===== config.mk =====
export PLATFORM = sky130hd
export DESIGN_NAME = cache_mem_ctrl
export DESIGN_NICKNAME = d
export VERILOG_FILES = /design/src/rtl/cache_mem_ctrl.sv
export SDC_FILE = /design/constraint.sdc
export NUM_CORES = 1
export LEC_CHECK = 0
export CAP_MARGIN = 20
export CORE_MARGIN = 2
export CORE_UTILIZATION = 45
export CTS_CLUSTER_DIAMETER = 100
export DETAILED_ROUTE_END_ITERATION = 16
export GPL_TIMING_DRIVEN = 0
export HOLD_SLACK_MARGIN = 0.1
export MAX_ROUTING_LAYER = met4
export PLACE_DENSITY = 0.76
export SLEW_MARGIN = 20
export SYNTH_ARGS = -nofsm -noshare
export SYNTH_HDL_FRONTEND = slang
export SYNTH_SLANG_ARGS = --single-unit

===== constraint.sdc =====
create_clock -name clk -period 1.8 [get_ports clk]
set_input_delay 0.36 -clock clk [delete_from_list [all_inputs] [get_ports clk]]
set_output_delay 0.36 -clock clk [all_outputs]
set_load 0.1 [all_outputs]

===== src/rtl/cache_mem_ctrl.sv =====
// Memory-side responder for the cache: fetches an aligned block on a miss from a
// fixed-latency pipelined memory and forwards qualified write-throughs.
//
//  state | meaning
//  IDLE  | accept a miss (priority) or forward a write one cycle later
//  ISSUE | one read strobe per cycle, BLK_WORDS reads in address order
//  DRAIN | wait for all read data to come back
//  DONE  | QUIET cycles where miss_req is ignored, then back to IDLE
module cache_mem_ctrl #(
    parameter int ADDR_WIDTH = 16,
    parameter int DATA_WIDTH = 16,
    parameter int BLK_WORDS  = 8,
    parameter int MEM_LAT    = 4,
    parameter int QUIET      = 2
) (
    input  logic                  clk,
    input  logic                  rst,
    input  logic                  miss_req,
    input  logic                  wr_req,
    input  logic                  wr_valid,
    input  logic [ADDR_WIDTH-1:0] req_addr,
    input  logic [DATA_WIDTH-1:0] wr_data,
    output logic [ADDR_WIDTH-1:0] rsp_addr,
    output logic [DATA_WIDTH-1:0] rsp_data,
    output logic                  data_valid,
    output logic                  busy,
    output logic                  err,
    output logic                  mem_en,
    output logic                  mem_we,
    output logic [ADDR_WIDTH-1:0] mem_addr,
    output logic [DATA_WIDTH-1:0] mem_wdata,
    input  logic [DATA_WIDTH-1:0] mem_rdata
);

    localparam int IDX_W = $clog2(BLK_WORDS);
    localparam int CNT_W = IDX_W + 1;
    localparam int Q_W   = $clog2(QUIET + 1);

    localparam logic [ADDR_WIDTH-1:0] WORD_MASK = ~ADDR_WIDTH'(1);
    localparam logic [ADDR_WIDTH-1:0] BLK_MASK  = ~ADDR_WIDTH'(2 * BLK_WORDS - 1);
    localparam logic [CNT_W-1:0]      CNT_FULL  = CNT_W'(BLK_WORDS);

    typedef enum logic [1:0] {IDLE, ISSUE, DRAIN, DONE} state_t;

    state_t                  state;
    logic [ADDR_WIDTH-1:0]   base;
    logic [CNT_W-1:0]        iss_cnt;
    logic [CNT_W-1:0]        ret_cnt;
    logic [Q_W-1:0]          quiet_cnt;
    // Tag pipe: {read_valid, byte_addr}; the head lines up with mem_rdata.
    logic [ADDR_WIDTH:0]     pipe [MEM_LAT];

    logic wr_qual;
    assign wr_qual = wr_valid & wr_req;

    always_ff @(posedge clk) begin
        if (!rst) begin
            state      <= IDLE;
            base       <= '0;
            iss_cnt    <= '0;
            ret_cnt    <= '0;
            quiet_cnt  <= '0;
            rsp_addr   <= '0;
            rsp_data   <= '0;
            data_valid <= 1'b0;
            busy       <= 1'b0;
            err        <= 1'b0;
            mem_en     <= 1'b0;
            mem_we     <= 1'b0;
            mem_addr   <= '0;
            mem_wdata  <= '0;
            for (int i = 0; i < MEM_LAT; i++) pipe[i] <= '0;
        end else begin
            mem_en     <= 1'b0;
            mem_we     <= 1'b0;
            data_valid <= 1'b0;

            // Tag taken from the strobe currently on the memory bus.
            pipe[0] <= {mem_en & ~mem_we, mem_addr};
            for (int i = 1; i < MEM_LAT; i++) pipe[i] <= pipe[i-1];

            if (pipe[MEM_LAT-1][ADDR_WIDTH]) begin
                data_valid <= 1'b1;
                rsp_addr   <= pipe[MEM_LAT-1][ADDR_WIDTH-1:0];
                rsp_data   <= mem_rdata;
                ret_cnt    <= ret_cnt + CNT_W'(1);
            end

            case (state)
                IDLE: begin
                    if (miss_req) begin
                        base     <= req_addr & BLK_MASK;
                        mem_en   <= 1'b1;
                        mem_addr <= req_addr & BLK_MASK;
                        iss_cnt  <= CNT_W'(1);
                        ret_cnt  <= '0;
                        busy     <= 1'b1;
                        state    <= ISSUE;
                        if (wr_qual) err <= 1'b1;
                    end else if (wr_qual) begin
                        mem_en    <= 1'b1;
                        mem_we    <= 1'b1;
                        mem_addr  <= req_addr & WORD_MASK;
                        mem_wdata <= wr_data;
                    end
                end
                ISSUE: begin
                    if (wr_qual) err <= 1'b1;
                    if (iss_cnt == CNT_FULL) begin
                        state <= DRAIN;
                    end else begin
                        mem_en   <= 1'b1;
                        mem_addr <= base | ADDR_WIDTH'({iss_cnt[IDX_W-1:0], 1'b0});
                        iss_cnt  <= iss_cnt + CNT_W'(1);
                    end
                end
                DRAIN: begin
                    if (wr_qual) err <= 1'b1;
                    if (ret_cnt == CNT_FULL) begin
                        quiet_cnt <= Q_W'(QUIET - 1);
                        state     <= DONE;
                    end
                end
                DONE: begin
                    if (wr_qual) err <= 1'b1;
                    if (quiet_cnt == '0) begin
                        busy  <= 1'b0;
                        state <= IDLE;
                    end else begin
                        quiet_cnt <= quiet_cnt - Q_W'(1);
                    end
                end
                default: state <= IDLE;
            endcase
        end
    end

endmodule

==> results of run 1 <==
-- layout make-up --
type                            instances  area, sq um
Buffer                                 33          183
Clock buffer                           19          443
Clock inverter                         13          135
Fill cell                             927         4050
Inverter                               10         37.5
Multi-Input combinational cell        334         2110
Sequential cell                       155         3120
Tap cell                              143          179
Timing Repair Buffer                  123         1310
-- power by group --
part	internal, mW	switching, mW
Combinational	1.37	2.94
Clock	1.98	1.44
Sequential	3.96	0.275
-- state kept, by name, summed over array words and instances, names as in the netlist --
register,cells
mem_we,1
rsp_data,16
pipe,64
state,2
ret_cnt,4
mem_en,1
busy,1
iss_cnt,4
base,12
mem_wdata,16
data_valid,1
rsp_addr,15
quiet_cnt,2
err,1
mem_addr,15
-- stage by stage --
step	setup WS [ns]	instance area, sq um	power [mW]	hold WS (ns)	std cells
6_report	0.0477	7520	12.0	0.428	830
3_5_place_dp	-0.293	6750	8.36	0.417	792
2_1_floorplan	0.0755	5400	7.38	0.412	532
4_1_cts	0.0192	7470	11.9	0.429	826
5_1_grt	-0.00942	7520	12.5	0.442	830
3_3_place_gp	-0.228	6750	8.26	0.415	792
-- cells by family after synthesis --
logic type | count (synthesis) | synth area share, %
fa+ha+maj | 9 | 2.09
mux | 47 | 8.75
other cells | 1 | 0.0695
xor+xnor | 5 | 0.812
flops | 155 | 57.5
simple gates | 211 | 18.5
compound gates | 60 | 8.35
buf+inv | 43 | 3.92
-- worst max-delay path by stage --
stage	cells after the start	slack (ns)	from	endpoint
after floorplan	7	0.08	state[0]	iss_cnt[1]
after global routing	8	-0.009	state[0]	mem_addr[15]
after global placement	6	-0.23	miss_req	iss_cnt[1]
after CTS	8	0.02	state[0]	mem_addr[1]
final	1	0.05	mem_addr[1]	mem_addr[1]
after detailed placement	7	-0.29	miss_req	mem_wdata[2]
-- per-layer routing --
layer	GRT usage [%]	share of wire, %
met4	6.34	1.2
met1	20.3	44
met5	-	0
met2	30.6	49
met3	5.79	5.9
-- repair_timing --
action	4_1_cts	5_1_grt
resized for setup	211	10
pin swaps	1	5
cloned	0	1
endpoints found under the setup margin	95	24
setup buffers	2	3
-- synthesized netlist by cell type --
master	instances
a31oi_1	1
a22oi_1	2
nand3_1	2
and3_1	2
nor2b_1	2
nor2_2	1
xnor2_1	3
mux2i_1	46
and2_1	65
buf_4	5
and4b_4	1
nand2_1	71
a311oi_2	1
o21ai_0	4
a311oi_1	1
buf_1	6
conb_1	1
and3b_1	1
a21oi_1	32
nor3_1	1
nor4b_1	1
inv_1	9
o211ai_1	1
ha_1	9
dfxtp_1	155
inv_2	1
o21a_1	2
nor2_1	62
a211oi_2	14
nor4_1	1
a211oi_4	1
nand4_1	1
buf_2	7
a211oi_1	1
buf_6	3
clkbuf_1	12
xor2_1	2
mux2_2	1
==> impl_metrics.json, run 1 <==
{
  "status": "finished clean",
  "r2r_end": "mem_addr[3]",
  "path_cells": "clkdlybuf4s15_2",
  "wl_um": 11300,
  "hold_start": "pipe[0][14]",
  "core_sq_um": 11600,
  "fin_crit_sh_pct": 97.4,
  "hold_viol": 0,
  "final_util_pct": 65.0,
  "slew_headroom_pct": 56.8,
  "clk_latency_ns": 0.42,
  "cpPeakStageDelay_ns": 0.58,
  "clkSinkCount": 155,
  "n_antenna_cell": 0,
  "die_w_um": 113,
  "cts-htree-levels": 4,
  "ys_seq_area_share_pct": 57.5,
  "regToRegSetupSlack_ns": 0.05,
  "routedWlPerCell_um": 13.6,
  "cp_slowest_cell": "clkdlybuf4s15_2",
  "start_util_pct": 46.6,
  "syn_avg_cell_area_sq_um": 10.2,
  "grt_first_pass_wirelength_um": 17900,
  "arrival_ns": 1.39,
  "syn_inst": 531,
  "ir_drop_mv": 0.989,
  "drt_first_pass_iters": 5,
  "cp-end-kind": "output port",
  "syn2layout_area_growth_pct": 39.4,
  "period_minus_slack_ns": 1.75,
  "drc": 0,
  "grt_use_total_pct": 18.1,
  "critPathBufInv": 1,
  "drive_gt1_share_pct": 21.7,
  "grt_pass1_vias": 3888,
  "crit_family": "buffers and inverters",
  "finalClockSkew_ns": 0.00509,
  "ys_ff_latch": 155,
  "cts_tree": "built",
  "vias": 3946,
  "leakagePower_nw": 2.84,
  "syn-cell-area_sq_um": 5390,
  "startpoint_type": "flip-flop",
  "postCtsHoldBufs": 0,
  "yosysUniqueCellTypes": 38,
  "p_per_area_nw_per_um2": 1590,
  "worstSetupPathType": "flip-flop to output port",
  "dieArea_sq_um": 12900,
  "nets": 736,
  "drtIter0Drc": 142,
  "tightestPinTransition_ns": 0.648,
  "max_freq_ghz": 0.571,
  "std_cell_rows": 39,
  "cts_buffers": 17,
  "cts_root_buf": "clkbuf_16",
  "maxSlewViolCount": 0,
  "crit_fanout": 3,
  "synth_area_leader_cell": "dfxtp_1",
  "final_common_cell": "dfxtp_1",
  "hold_path.class": "flip-flop to flip-flop",
  "via_per_inst": 4.75,
  "drtAntennaViolNets": 0,
  "globalRouteOverflowTotal": 0,
  "reg2reg_depth": 8,
  "cts.path.max_buffers": 2,
  "synth_warnings": 0,
  "die_h_um": 113,
  "maxCapViolations": 0,
  "required_ns": 1.44,
  "grt_max_degree": 17,
  "antenna_found_initial": 0,
  "ios": 122,
  "hpwl_um": 8100,
  "holdPathEnd": "pipe[1][14]",
  "clk_pin_slew_ns": 0.06,
  "rr_startpoint": "state[0]",
  "fin_setup_tns_ns": 0,
  "synth.top_cell.area_share_pct": 57.5,
  "port_buffers": 117,
  "setup_viol": 0,
  "ys_top_cells_by_area": "dfxtp_1, mux2i_1, and2_1",
  "whs_path_depth": 1,
  "rsz0062_at_grt": "yes",
  "routabilityCongestion": 0.854,
  "layout_common_cells": "dfxtp_1, nand2_1, clkdlybuf4s15_2"
}
(Power assumes the default switching activity.)
==> inputs of run 2 (changes only) <==
--- a/config.mk
+++ b/config.mk
@@ -9,11 +9,12 @@
 export CORE_MARGIN = 2
 export CORE_UTILIZATION = 45
 export CTS_CLUSTER_DIAMETER = 100
+export CTS_CLUSTER_SIZE = 12
 export DETAILED_ROUTE_END_ITERATION = 16
-export GPL_TIMING_DRIVEN = 0
 export HOLD_SLACK_MARGIN = 0.1
 export MAX_ROUTING_LAYER = met4
 export PLACE_DENSITY = 0.76
+export RECOVER_POWER = 100
 export SLEW_MARGIN = 20
 export SYNTH_ARGS = -nofsm -noshare
 export SYNTH_HDL_FRONTEND = slang
==> run 2 against run 1 <==
  * Global-route usage increased by 0.33 points
  * Hold slack got worse by 0.0083 ns
  * Clock-buffer cell count is 1 lower
  * Critical endpoint is now mem_addr[11]
  * Largest power group unchanged
==> impl_metrics.json, run 2 (synthesized netlist as in run 1, its figures left out) <==
{
  "maxSlewViolCount": 0,
  "maxCapViolations": 0,
  "n_fill_cell": 823,
  "cp-end-kind": "flip-flop",
  "port_buffers": 118,
  "wl_um": 11100,
  "layout_common_cells": "dfxtp_1, nand2_1, buf_12",
  "die_h_um": 113,
  "final_cells": 827,
  "hpwl_um": 7590,
  "core_sq_um": 11600,
  "postCtsHoldBufs": 0,
  "startpoint_type": "flip-flop",
  "cpPeakStageDelay_ns": 0.36,
  "status": "finished clean",
  "clk_pin_slew_ns": 0.06,
  "hold_viol": 0,
  "grt_pass1_vias": 3951,
  "final_util_pct": 71.2,
  "arrival_ns": 2.05,
  "vias": 3943,
  "drtIter0Drc": 133,
  "cts-htree-levels": 4,
  "routedWlPerCell_um": 13.4,
  "globalRouteOverflowTotal": 0,
  "dp_cells": 784,
  "largest_reg_flops": 64,
  "start_util_pct": 46.6,
  "multiInputGateArea_sq_um": 2090,
  "setup_slack_ns": 0.0724,
  "worstSetupPathType": "flip-flop to flip-flop",
  "leakagePower_nw": 3.20,
  "die_w_um": 113,
  "n_antenna_cell": 0,
  "grt_first_pass_wirelength_um": 18200,
  "antenna_found_initial": 0,
  "place_worst_setup_slack_ns": -0.0771,
  "drtAntennaViolNets": 0,
  "top_register": "pipe",
  "via_per_inst": 4.77,
  "dieArea_sq_um": 12900,
  "rsz0062_at_grt": "yes",
  "path_cells": "inv_4 -> ha_4 -> buf_6 -> nor2_1 -> buf_4 -> a211oi_4 -> buf_6 -> buf_12 -> nor2_1 -> a211oi_2",
  "cp_slowest_cell": "dfxtp_4",
  "hold_path.class": "primary input to flip-flop",
  "clk_latency_ns": 0.41,
  "drt_first_pass_iters": 4,
  "regArea_sq_um": 3110,
  "syn2layout_area_growth_pct": 52.6,
  "ir_drop_mv": 1.18,
  "clkSinkCount": 155,
  "setup_viol": 0,
  "max_freq_ghz": 0.579,
  "cts.path.max_buffers": 2,
  "grt_max_degree": 71,
  "drc": 0,
  "routabilityCongestion": 0.818,
  "slew_headroom_pct": 33.3,
  "cts_tree": "built",
  "grt_use_total_pct": 18.5,
  "crit_fanout": 7,
  "drive_gt1_share_pct": 23.5,
  "critPathBufInv": 5,
  "required_ns": 2.13,
  "cts_root_buf": "clkbuf_16",
  "finalClockSkew_ns": 0.00431,
  "crit_family": "buffers and inverters",
  "regToRegSetupSlack_ns": 0.07,
  "fin_hold_ws_ns": 0.420,
  "nets": 733,
  "std_cell_rows": 39,
  "cts_buffers": 17,
  "fin_crit_sh_pct": 96.0,
  "ios": 122,
  "tightestPinTransition_ns": 1.00,
  "period_minus_slack_ns": 1.73,
  "final_common_cell": "dfxtp_1",
  "p_per_area_nw_per_um2": 1620,
  "top_regs": "pipe: 64 flops, mem_wdata: 16 flops, rsp_data: 16 flops"
}
-- run 2: power breakdown --
part / internal (mW) / switching (mW) / total, mW
combinational: 2.26 / 3.02 / 5.28
sequential: 3.95 / 0.406 / 4.36
clock: 2.25 / 1.42 / 3.66
total: 8.46 / 4.84 / 13.3
-- run 2: worst reg2reg max path, cell delays in order, from the launching register on --
cell,delay [ns]
dfxtp_4,0.36
inv_4,0.06
ha_4,0.13
buf_6,0.10
nor2_1,0.04
buf_4,0.15
a211oi_4,0.26
buf_6,0.16
buf_12,0.12
nor2_1,0.06
a211oi_2,0.21
-- run 2: metal layers --
layer  global-route usage [%]  vias up  share of wire [%]
met5                        -        -                  0
met4                     7.56        0                1.2
met1                     20.7     1798                 43
met2                     30.8      125                 50
met3                     5.69       14                5.6
li1                         -     2006                  -
-- run 2: layout make-up --
| class | count | area share, % |
|---|---|---|
| clock inverters | 14 | 2.20 |
| inverters | 10 | 0.487 |
| well taps | 143 | 2.17 |
| multi-input cells | 334 | 25.5 |
| flip-flops and latches | 155 | 37.8 |
| clock buffers | 18 | 5.34 |
| repair buffers | 153 | 26.5 |
-- run 2: timing repair --
item	CTS	global route
gates resized for setup	3	11
buffers inserted	2	7
gates cloned	1	1
setup endpoints to repair	2	17
pin swaps	0	4
-- run 2: stage by stage --
step	setup TNS, ns	cell area [sq um]	power, mW
floorplan	0	5400	7.38
global placement	-0.235	7490	9.04
detailed placement	-0.668	7490	9.17
CTS	0	8160	13.1
global route	-0.0365	8230	13.9
finish	0	8230	13.3
-- run 2: final timing paths --
path | startpoint | to | cells past startpoint
setup reg to reg | state[1] | mem_addr[11] | 10
hold reg to reg | pipe[2][3] | pipe[3][3] | 1
setup / recovery | state[1] | mem_addr[11] | 10
hold / removal | rst | mem_we | 3
